`src/rtl/rx_frame_if.sv`:
```
// Byte-in / frame-out bundle between UART_RX, the frame assembler and the FFT core.
// The slave modport is the assembler's view; the master modport is the producer/consumer side.
interface rx_frame_if #(
   parameter int FFT_SIZE    = 16,
   parameter int WORD_SIZE   = 16,
   parameter int DATA_LENGTH = 8
);
   logic [DATA_LENGTH-1:0]        i_byte;
   logic                          i_byte_valid;
   logic                          i_frame_ack;
   logic [FFT_SIZE*WORD_SIZE-1:0] o_samples;
   logic                          o_frame_valid;
   logic [5:0]                    o_byte_count;
   logic                          o_timeout;
   logic                          o_overrun;

   modport slave (
      input  i_byte, i_byte_valid, i_frame_ack,
      output o_samples, o_frame_valid, o_byte_count, o_timeout, o_overrun
   );

   modport master (
      output i_byte, i_byte_valid, i_frame_ack,
      input  o_samples, o_frame_valid, o_byte_count, o_timeout, o_overrun
   );
endinterface

```
`src/rtl/rx_frame_assembler.sv`:
```
// Packs UART bytes (low byte first) into FFT_SIZE samples and hands the frame to the FFT core
// with a valid/ack handshake; drops stalled partial frames and flags bytes lost while full.
module rx_frame_assembler #(
   parameter int FFT_SIZE       = 16,
   parameter int WORD_SIZE      = 16,
   parameter int DATA_LENGTH    = 8,
   parameter int TIMEOUT_CYCLES = 8680
) (
   input  logic      i_clk,
   input  logic      i_rst,
   rx_frame_if.slave bus
);
   localparam int              SW         = FFT_SIZE * WORD_SIZE;
   localparam int              TW         = $clog2(TIMEOUT_CYCLES);
   localparam logic [5:0]      LAST_BYTE  = 6'(2 * FFT_SIZE - 1);
   localparam logic [TW-1:0]   TMR_EXPIRE = TW'(TIMEOUT_CYCLES - 2);
   localparam logic [TW-1:0]   TMR_MAX    = TW'(TIMEOUT_CYCLES - 1);

   typedef enum logic {COLLECT = 1'b0, FULL = 1'b1} state_e;

   state_e                 state_q, state_d;
   logic [SW-1:0]          samples_q, samples_d;
   logic                   valid_q, valid_d;
   logic [5:0]             count_q, count_d;
   logic                   timeout_q, timeout_d;
   logic                   overrun_q, overrun_d;
   logic [TW-1:0]          tmr_q, tmr_d;
   logic [DATA_LENGTH-1:0] lo_q, lo_d;

   logic                   accept;
   logic                   wr_en;
   logic [5:0]             base;
   logic [4:0]             wr_idx;

   always_comb begin
      state_d   = state_q;
      samples_d = samples_q;
      valid_d   = valid_q;
      count_d   = count_q;
      timeout_d = 1'b0;
      overrun_d = 1'b0;
      tmr_d     = tmr_q;
      lo_d      = lo_q;
      accept    = 1'b0;
      base      = count_q;

      case (state_q)
         FULL: begin
            // Ack wins over a coincident byte, which then opens the next frame.
            if (bus.i_frame_ack) begin
               state_d = COLLECT;
               valid_d = 1'b0;
               accept  = bus.i_byte_valid;
            end else if (bus.i_byte_valid) begin
               overrun_d = 1'b1;
            end
         end
         default: begin
            accept = bus.i_byte_valid;
            if (count_q != 6'd0) begin
               if (tmr_q == TMR_EXPIRE) begin
                  timeout_d = 1'b1;
                  count_d   = 6'd0;
                  base      = 6'd0;
                  tmr_d     = '0;
               end else if (tmr_q != TMR_MAX) begin
                  tmr_d = tmr_q + 1'b1;
               end
            end
         end
      endcase

      wr_en  = accept && base[0];
      wr_idx = base[5:1];

      if (accept) begin
         tmr_d = '0;
         if (!base[0]) begin
            lo_d    = bus.i_byte;
            count_d = base + 6'd1;
         end else if (base == LAST_BYTE) begin
            count_d = 6'd0;
            valid_d = 1'b1;
            state_d = FULL;
         end else begin
            count_d = base + 6'd1;
         end
      end

      for (int k = 0; k < FFT_SIZE; k++) begin
         if (wr_en && (wr_idx == k[4:0])) begin
            samples_d[k*WORD_SIZE +: WORD_SIZE] = {bus.i_byte, lo_q};
         end
      end
   end

   always_ff @(posedge i_clk) begin
      if (i_rst) begin
         state_q   <= COLLECT;
         samples_q <= '0;
         valid_q   <= 1'b0;
         count_q   <= 6'd0;
         timeout_q <= 1'b0;
         overrun_q <= 1'b0;
         tmr_q     <= '0;
         lo_q      <= '0;
      end else begin
         state_q   <= state_d;
         samples_q <= samples_d;
         valid_q   <= valid_d;
         count_q   <= count_d;
         timeout_q <= timeout_d;
         overrun_q <= overrun_d;
         tmr_q     <= tmr_d;
         lo_q      <= lo_d;
      end
   end

   assign bus.o_samples     = samples_q;
   assign bus.o_frame_valid = valid_q;
   assign bus.o_byte_count  = count_q;
   assign bus.o_timeout     = timeout_q;
   assign bus.o_overrun     = overrun_q;
endmodule

```
`src/flat_wrapper.sv`:
```
// flat-port wrapper written by rule: the top's interface ports become plain ports
module rx_frame_assembler_flat 
#(
   parameter int FFT_SIZE       = 16,
   parameter int WORD_SIZE      = 16,
   parameter int DATA_LENGTH    = 8,
   parameter int TIMEOUT_CYCLES = 8680
)
  (i_clk, i_rst, bus_i_byte, bus_i_byte_valid, bus_i_frame_ack, bus_o_samples, bus_o_frame_valid, bus_o_byte_count, bus_o_timeout, bus_o_overrun);
  rx_frame_if #(.FFT_SIZE(FFT_SIZE), .WORD_SIZE(WORD_SIZE), .DATA_LENGTH(DATA_LENGTH)) bus_i ();
  input  logic i_clk;
  input  logic i_rst;
  input wire logic [$bits(bus_i.i_byte)-1:0] bus_i_byte;
  input wire logic [$bits(bus_i.i_byte_valid)-1:0] bus_i_byte_valid;
  input wire logic [$bits(bus_i.i_frame_ack)-1:0] bus_i_frame_ack;
  output wire logic [$bits(bus_i.o_samples)-1:0] bus_o_samples;
  output wire logic [$bits(bus_i.o_frame_valid)-1:0] bus_o_frame_valid;
  output wire logic [$bits(bus_i.o_byte_count)-1:0] bus_o_byte_count;
  output wire logic [$bits(bus_i.o_timeout)-1:0] bus_o_timeout;
  output wire logic [$bits(bus_i.o_overrun)-1:0] bus_o_overrun;
  assign bus_i.i_byte = bus_i_byte;
  assign bus_i.i_byte_valid = bus_i_byte_valid;
  assign bus_i.i_frame_ack = bus_i_frame_ack;
  assign bus_o_samples = bus_i.o_samples;
  assign bus_o_frame_valid = bus_i.o_frame_valid;
  assign bus_o_byte_count = bus_i.o_byte_count;
  assign bus_o_timeout = bus_i.o_timeout;
  assign bus_o_overrun = bus_i.o_overrun;
  rx_frame_assembler #(.FFT_SIZE(FFT_SIZE), .WORD_SIZE(WORD_SIZE), .DATA_LENGTH(DATA_LENGTH), .TIMEOUT_CYCLES(TIMEOUT_CYCLES)) u_core (.i_clk(i_clk), .i_rst(i_rst), .bus(bus_i));
endmodule
```
`config.mk`:
```
export PLATFORM = sky130hd
export DESIGN_NAME = rx_frame_assembler_flat
export DESIGN_NICKNAME = d
export VERILOG_FILES = /design/src/rtl/rx_frame_if.sv /design/src/rtl/rx_frame_assembler.sv /design/src/flat_wrapper.sv
export SDC_FILE = /design/constraint.sdc
export NUM_CORES = 1
export LEC_CHECK = 0
export CAP_MARGIN = 20
export CORE_ASPECT_RATIO = 0.9
export CORE_MARGIN = 10
export CORE_UTILIZATION = 49
export DETAILED_ROUTE_END_ITERATION = 16
export PLACE_DENSITY = 0.91
export SETUP_SLACK_MARGIN = 0.4
export SLEW_MARGIN = 20
export SYNTH_ARGS = -nofsm -noshare
export SYNTH_HDL_FRONTEND = slang
export SYNTH_SLANG_ARGS = --single-unit
export TNS_END_PERCENT = 20
```
`constraint.sdc`:
```
create_clock -name i_clk -period 3.78 [get_ports i_clk]
set_input_delay 0.756 -clock i_clk [delete_from_list [all_inputs] [get_ports i_clk]]
set_output_delay 0.756 -clock i_clk [all_outputs]
set_load 0.05 [all_outputs]
```
=== Yosys cells after proc, flatten, opt, wreduce, memory -nomap -nowiden ===
Cells that the tools add are included.

* Bits in registers: 288
* Input port bits: 12
* Output and inout bits: 265
* Logic and storage cells: 93

* $add $sub $neg: 2
* Eq/ne operators: 18
* Mux-type cells: 22
* Bitwise operators: 3
* Reductions and logical operators: 25

{| class="wikitable"
|+ Operators by type and width
! operator !! count
|-
| 5-bit by 4-bit equality test with 1-bit output, second input constant || 8
|-
| 6-bit two-way mux || 6
|-
| 14-bit two-way mux || 2
|-
| 5-bit by 3-bit equality test with 1-bit output, second input constant || 4
|-
| 1-bit logical AND || 17
|-
| 14-bit by 1-bit adder with 14-bit output, second input constant || 1
|-
| 14-bit equality test, second input constant || 1
|-
| 1-bit two-way mux || 14
|-
| 14-bit != test, second input constant || 1
|-
| 5-bit by 2-bit equality test with 1-bit output, second input constant || 2
|-
| 6-bit by 1-bit adder with 6-bit output, second input constant || 1
|-
| 6-bit by 5-bit equality test with 1-bit output, second input constant || 1
|-
| 6-bit nonzero test || 1
|-
| 3-bit OR reduction || 2
|-
| 5-bit by 1-bit equality test with 1-bit output, second input constant || 1
|-
| 5-bit zero test || 1
|-
| 1-bit inverter || 3
|-
| 3-bit AND reduction || 1
|-
| 2-bit AND reduction || 1
|-
| 2-bit nonzero test || 1
|-
| 2-bit OR reduction || 1
|}

=== Longest topological paths before layout ===
Gate-level depths: netlist (run 1).

* Word-level depth: 8
* Gate-level depth with buffers: 16
* Gate-level depth less buffers: 12

=== Worst setup path after synthesis (run 1) ===
Ideal clock, no wire load.

* Kind: reg-to-reg
* Start: register u_core.tmr_q[0]
* End: register u_core.samples_q[53], in the netlist u_core.bus.o_samples[53]
* Setup time: 0.128 ns
* Arrival: 2.927 ns
* Data required time: 3.652 ns
* Setup slack: 0.725 ns
* Stages on the path, launching flop included: 16
* Buffers on the path: 3
* Period minus slack after synthesis: 3.055 ns
* Cell sequence: dfxtp_1 inv_1 ha_1 and4_1 nand4_1 buf_2 buf_6 nand2_1 inv_1 ha_1 nand2b_4 or4_4 nor2_8 buf_6 mux2i_1 nor2_1

* Word-level cells in the longest chain between the ends: 6
* Elaborated cells on any way between the ends: 7
* Classes of those cells: eq/ne: 2; mux: 3; reduce/logical: 2

{| class="wikitable"
|+ RTL lines
! item !! line !! RTL
|-
| from (decl) || rx_frame_assembler.sv:27 || <nowiki>logic [TW-1:0] tmr_q, tmr_d;</nowiki>
|-
| from (signal assigned) || rx_frame_assembler.sv:114 || <nowiki>tmr_q <= tmr_d;</nowiki>
|-
| 14-bit equality test * || rx_frame_assembler.sv:61 || <nowiki>if (tmr_q == TMR_EXPIRE) begin</nowiki>
|-
| 6-bit two-way mux * || rx_frame_assembler.sv:61 ||
|-
| 6-bit two-way mux * || rx_frame_assembler.sv:60 || <nowiki>if (count_q != 6'd0) begin</nowiki>
|-
| 6-bit two-way mux * || rx_frame_assembler.sv:47 || <nowiki>case (state_q)</nowiki>
|-
| 5-bit by 2-bit equality test with 1-bit output or 1-bit logical AND (tied branches) || rx_frame_assembler.sv:91, rx_frame_assembler.sv:73 ||
|-
| 1-bit logical AND * || rx_frame_assembler.sv:91 || <nowiki>if (wr_en && (wr_idx == k[4:0])) begin</nowiki>
|-
| to (signal assigned) || rx_frame_assembler.sv:109 || <nowiki>samples_q <= samples_d;</nowiki>
|-
| to (decl) || rx_frame_assembler.sv:22 || <nowiki>logic [SW-1:0] samples_q, samples_d;</nowiki>
|}

Every way passes the cells marked *; elsewhere a longest branch is shown, timed or not.
A chain may end at the register's enable or synchronous reset.

=== Worst setup path after layout (run 1) ===
* Start: register u_core.tmr_q[0]
* End: register u_core.samples_q[121], in the netlist u_core.bus.o_samples[121]

* Word-level cells in the longest chain between the ends: 6
* Elaborated cells on any way between the ends: 7
* Classes of those cells: eq/ne: 2; mux: 3; reduce/logical: 2

{| class="wikitable"
|+ RTL lines
! item !! line
|-
| 14-bit equality test * || rx_frame_assembler.sv:61
|-
| 6-bit two-way mux * || rx_frame_assembler.sv:61
|-
| 6-bit two-way mux * || rx_frame_assembler.sv:60
|-
| 6-bit two-way mux * || rx_frame_assembler.sv:47
|-
| 5-bit by 3-bit equality test with 1-bit output or 1-bit logical AND (tied branches) || rx_frame_assembler.sv:91, rx_frame_assembler.sv:73
|-
| 1-bit logical AND * || rx_frame_assembler.sv:91
|}

Marked as above.

==> flow_summary.ini, run 1 <==
[place]
placed_cell_area_mm2 = 0.0136
placed_cells = 1742
io_buffers = 276
dp_hpwl_um = 24200
gp_congestion = 0.861

[routing]
firstDrtPassIters = 6
drt_iter0_drc = 976
drt-wirelength-per-cell_um = 20.3
via_per_inst = 5.55
drc = 0
postRouteWirelength_um = 36400
drtAntennaViolNets = 0
vias = 9952

[timing]
setup_viol = 0
fin_setup_tns_ns = 0
worst_pin_slew_ns = 1.21
rsz0062_at_grt = false
finClkSkew_ns = 0.0148
maxSlewHeadroom_pct = 19.2
hold_viol = 0
period_share_pct = 81.6
fmax_mhz = 324
worst_hold_slack_ns = 0.449
slew_violations = 0
period_needed_ns = 3.08

[floorplanning]
start_util_pct = 50.1
die_h_um = 162
coreArea_mm2 = 0.0218
die_area_mm2 = 0.0286
die_w_um = 177
num_rows = 51
ioPinCount = 277

[worst_hold_path]
hold_class = reg -> reg

[power]
leakage_uw = 0.00477
ir_worst_vdd_v = 0.000516
power_density_mw_per_mm2 = 426

[yosys]
syn_area_per_cell_um2 = 8.58
synth_area_mm2 = 0.0109
synth-seq-cells = 288
synth_cells = 1272
synth_cell_types = 55
synth_edf_count = 0
synth_nets = 1289
yosys_most_used_dff = dfxtp_1
yosysWarningCount = 0
synth-async-reset-ratio_pct = 0
synth_seq_area_share_pct = 52.8

[final_layout]
diodes = 0
final_common_cell = nand2_1
fin_cells = 1794
layout-drive-gt1-share_pct = 5.99
synthToLayoutAreaGrowth_pct = 33.7
final_nets = 1499
fin_area_mm2 = 0.0146
final_cell_mix = nand2_1 (369), dfxtp_1 (288), clkdlybuf4s50_1 (274)

[clock_tree]
cts_buffer_depth = 3
holdBufCountCts = 0
clkSlewWorstSetupHoldPaths_ns = 0.06
cts_root_buf = clkbuf_16
cts.htree.levels = 1
clkLatencyLatePin_ns = 0.54
cts_tree = built
cts_made_buffers = 29
cts_sinks = 288

[worst_setup_path]
cp_top_family = simple AND/OR/NAND/NOR gates
critPathBufInv = 3
cp-start-kind = register
crit_fanout = 16
critPathMaxStageDelay_ns = 0.55
cp_data_arrival_time_ns = 3.54
path_class = reg -> reg
required_ns = 4.24
worstSetupEndpointType = register
slowest_stage = and3_1
cp_cell_sequence = inv_1, ha_1, and4_1, nand4_1, nand2_1, inv_1, ha_1, nand2b_4, nor3b_2, buf_4, and3_1, nand2_1, a21oi_1

[flow_run]
cap_violations = 0

[grt]
grt_pass1_wl_um = 55400
grt_max_degree = 150
antenna_found_initial = 0
overflow = 0
grt_pass1_vias = 9633
track_usage_pct = 24.1

[status]
status = completed
[timing repair]
action	CTS	global route
setup endpoints to repair	0	4
gates resized for setup	0	1
setup buffers	0	0
endpoints found under the hold margin	0	0
[cell usage after synthesis (all sizes together) (2+ instances only)]
cell type / instances / area share, %
clkbuf: 61 / 2.1
and3: 10 / 0.57
mux2i: 89 / 8.2
o21ai: 7 / 0.36
nor2: 112 / 4.4
dfxtp: 288 / 53
nand3: 17 / 1.1
nand2: 369 / 13
and2: 4 / 0.23
buf: 51 / 2.9
inv: 2 / 0.069
nand4: 8 / 0.46
nor3: 2 / 0.14
or4: 6 / 0.48
nand4b: 4 / 0.32
ha: 5 / 0.57
xor2: 6 / 0.48
or2: 2 / 0.11
nor3b: 5 / 0.44
or3: 5 / 0.29
nand2b: 2 / 0.18
a31oi: 3 / 0.31
a21oi: 191 / 8.8
and4b: 2 / 0.18
nor2b: 4 / 0.23
and4: 3 / 0.26
[area by class of cell]
| class | instances | area (um2) |
|---|---|---|
| clock buffers | 47 | 893 |
| multi-input cells | 870 | 4590 |
| repair buffers | 291 | 2890 |
| clock inverters | 5 | 81.3 |
| fillers | 1632 | 7170 |
| flip-flops and latches | 288 | 5770 |
| inverters | 2 | 7.51 |
| well taps | 291 | 364 |
[logic make-up (layout without fill, tap and decap cells)]
| group | after synthesis | in the layout | synth area share, % |
|---|---|---|---|
| multiplexers | 90 | 90 | 8.27 |
| XOR/XNOR | 7 | 7 | 0.562 |
| AO/OA/AOI/OAI | 207 | 207 | 10.1 |
| adder cells (fa/ha/maj) | 5 | 5 | 0.573 |
| flip-flops | 288 | 288 | 52.8 |
| AND/OR/NAND/NOR | 561 | 561 | 22.6 |
| buffers and inverters | 114 | 345 | 5.07 |
[per-stage QoR]
stage / total power, uW / util, % / worst slack, ns
after floorplan: 3290 / - / 0.725
after global placement: 3380 / 62.6 / 0.528
after detailed placement: 3390 / 62.6 / 0.443
after CTS: 6240 / 67.1 / 0.708
after global routing: 6390 / 67.1 / 0.452
final: 6220 / 67.1 / 0.696
[sequential cells by signal, indices dropped and copies added (netlist names)]
name	count
u_core.bus.o_byte_count	6
u_core.bus.o_timeout	1
u_core.bus.o_overrun	1
u_core.bus.o_frame_valid	1
u_core.tmr_q	14
u_core.bus.o_samples	256
u_core.state_q	1
u_core.lo_q	8
[worst register-to-register path: cells and delay by family (launching register included)]
family | cells | cell delay, ns
and+or+nand+nor | 7 | 1.46
adders and majority gates | 2 | 0.58
DFF | 1 | 0.41
buffers and inverters | 3 | 0.37
AOI/OAI and AO/OA | 1 | 0.20
[worst paths after layout]
check                                                end  slack (ns)                                   from  cells after the start
setup / recovery  u_core.bus.o_samples[121]$_SDFFE_PP0P_        0.70           u_core.tmr_q[0]$_SDFFE_PP0P_                     13
hold / removal     u_core.bus.o_samples[38]$_SDFFE_PP0P_        0.45  u_core.bus.o_samples[38]$_SDFFE_PP0P_                      2
setup reg to reg  u_core.bus.o_samples[121]$_SDFFE_PP0P_        0.70           u_core.tmr_q[0]$_SDFFE_PP0P_                     13
hold reg to reg    u_core.bus.o_samples[38]$_SDFFE_PP0P_        0.45  u_core.bus.o_samples[38]$_SDFFE_PP0P_                      2
[report_power, final]
group | switching, uW | leakage (uW) | internal, uW | total, uW
Clock | 1150 | 0.000475 | 1740 | 2890
Sequential | 55.9 | 0.00232 | 3050 | 3100
Combinational | 163 | 0.00197 | 56.3 | 220
[layer usage]
layer  global-route usage (%)  vias up  part of all wire [%]
li1                         -     4588                     -
met1                     28.3     4785                    38
met2                     37.5      468                    45
met3                     9.95      111                    12
met4                     11.6        0                   4.6
met5                        0        -                     0
Power figures use the tool's default switching activity.
==> inputs of run 2 (changes only) <==
clock period = 3.1 ns   (was 3.78 ns; I/O delays follow)
==> flow_summary.ini, run 2 (same netlist as run 1, synthesis figures left out) <==
[status]
status = completed

[timing]
worst_hold_slack_ns = 0.452
hold_viol = 0
fmax_mhz = 369
period_share_pct = 87.4
worst_pin_slew_ns = 1.19
slew_violations = 0
maxSlewHeadroom_pct = 20.7
rsz0062_at_grt = true
finClkSkew_ns = 0.0151
period_needed_ns = 2.71
fin_setup_tns_ns = 0
setup_viol = 0

[floorplanning]
start_util_pct = 50.1
die_w_um = 177
num_rows = 51
die_h_um = 162
die_area_mm2 = 0.0286
coreArea_mm2 = 0.0218
ioPinCount = 277

[worst_setup_path]
worstSetupStartpoint = u_core.bus.o_byte_count[2]$_SDFF_PP0_
reg2regPathDepth = 13
path_class = reg -> out
critPathBufInv = 1
critPathMaxStageDelay_ns = 0.94
r2r_start = u_core.tmr_q[0]$_SDFFE_PP0P_
cp.depth = 1
cp-start-kind = register
required_ns = 2.48
slowest_stage = clkdlybuf4s50_1
cp_data_arrival_time_ns = 2.09
cp_cell_sequence = clkdlybuf4s50_1
cp_top_family = buffers and inverters
worstSetupEndpointType = output port
crit_fanout = 13

[final_layout]
post-route-util_pct = 69.0
final_nets = 1522
diodes = 0
layout-drive-gt1-share_pct = 7.86
final_cell_mix = nand2_1 (368), dfxtp_1 (287), clkdlybuf4s50_1 (274)
final_common_cell = nand2_1
fin_cells = 1818
largest_reg_flops = 256
synthToLayoutAreaGrowth_pct = 37.6

[grt]
track_usage_pct = 24.3
grt_pass1_vias = 9813
grt_pass1_wl_um = 56000
overflow = 0
antenna_found_initial = 0
grt_max_degree = 153

[routing]
drc = 0
vias = 9954
drtAntennaViolNets = 0
firstDrtPassIters = 5
via_per_inst = 5.48
wl_met3_um = 4410
wl_met2_um = 16900
drt_iter0_drc = 937
met1_length_um = 14000
routed.top_layer = met4
postRouteWirelength_um = 36700
drt-wirelength-per-cell_um = 20.2

[clock_tree]
cts_buffer_depth = 3
cts_made_buffers = 29
cts_tree = built
clkSlewWorstSetupHoldPaths_ns = 0.06
cts_root_buf = clkbuf_16
cts.htree.levels = 1
cts_sinks = 288
clkLatencyLatePin_ns = 0.55

[power]
ir_worst_vdd_v = 0.000471
power_density_mw_per_mm2 = 537
finalPower_uw = 8060
leakage_uw = 0.00497

[flow_run]
cap_violations = 0

[worst_hold_path]
min_path_cells = 2
hp-start = u_core.bus.o_samples[36]$_SDFFE_PP0P_
hold_class = reg -> reg

[place]
gp_congestion = 0.861
dp_hpwl_um = 24500
io_buffers = 276
placed_cells = 1759
==> run 2: cell count changes in the layout (fill, tap and decap cells not counted), moves of 2 or more <==
cell       delta
buf_12        +6
inv_2         +2
inv_6         +2
inv_1         -2
ha_1          -2
ha_4          +2
clkbuf_8      -4
bufinv_16     +6
buf_4        +17
==> run 2: path summary, 6_finish.rpt <==
path | endpoint | slack (ns)
worst max-delay path | bus_o_byte_count[2] | 0.39
worst min-delay path | u_core.bus.o_samples[36]$_SDFFE_PP0P_ | 0.45
worst max register to register | u_core.bus.o_samples[53]$_SDFFE_PP0P_ | 0.52
worst min register to register | u_core.bus.o_samples[36]$_SDFFE_PP0P_ | 0.45
==> run 2: what timing repair did <==
item | 4_1_cts | 5_1_grt
hold buffers | 0 | 0
endpoints found under the hold margin | 0 | 0
setup buffers | 0 | 6
pin swaps | 1 | 3
endpoints found under the setup margin | 3 | 64
resized for setup | 0 | 3
==> run 2: final cells by class <==
cell class	instances	area [um2]
Clock buffer	42	835
Inverter	2	7.51
Sequential cell	288	5770
Fill cell	1613	6750
Multi-Input combinational cell	870	4630
Timing Repair Buffer	314	3140
Clock inverter	11	263
Tap cell	291	364
==> run 2: through the flow <==
| step | worst slack (ns) | instance area [um2] |
|---|---|---|
| 3_5_place_dp | 0.0603 | 13800 |
| 4_1_cts | 0.398 | 14900 |
| 6_report | 0.390 | 15000 |
| 3_3_place_gp | 0.120 | 13800 |
| 2_1_floorplan | 0.402 | 11000 |
| 5_1_grt | 0.326 | 15000 |
==> run 2: tightest hold or removal path, cell delays in order, from the launching register on <==
cell and delay [ns]:
dfxtp_1 0.31, nand2_1 0.05, a21oi_1 0.05
==> run 2: where the power goes <==
part           leakage [uW]  total (uW)  switching (uW)  internal [uW]
logic               0.00212         277             200           77.1
clock network      0.000535        3990            1460           2530
registers           0.00232        3790            74.4           3720
==> run 2: per-layer routing <==
| metal | GRT usage, % | vias to the layer above |
|---|---|---|
| met1 | 28.6 | 4716 |
| met5 | 0 | - |
| li1 | - | 4636 |
| met3 | 8.83 | 103 |
| met4 | 9.43 | 0 |
| met2 | 39.6 | 499 |
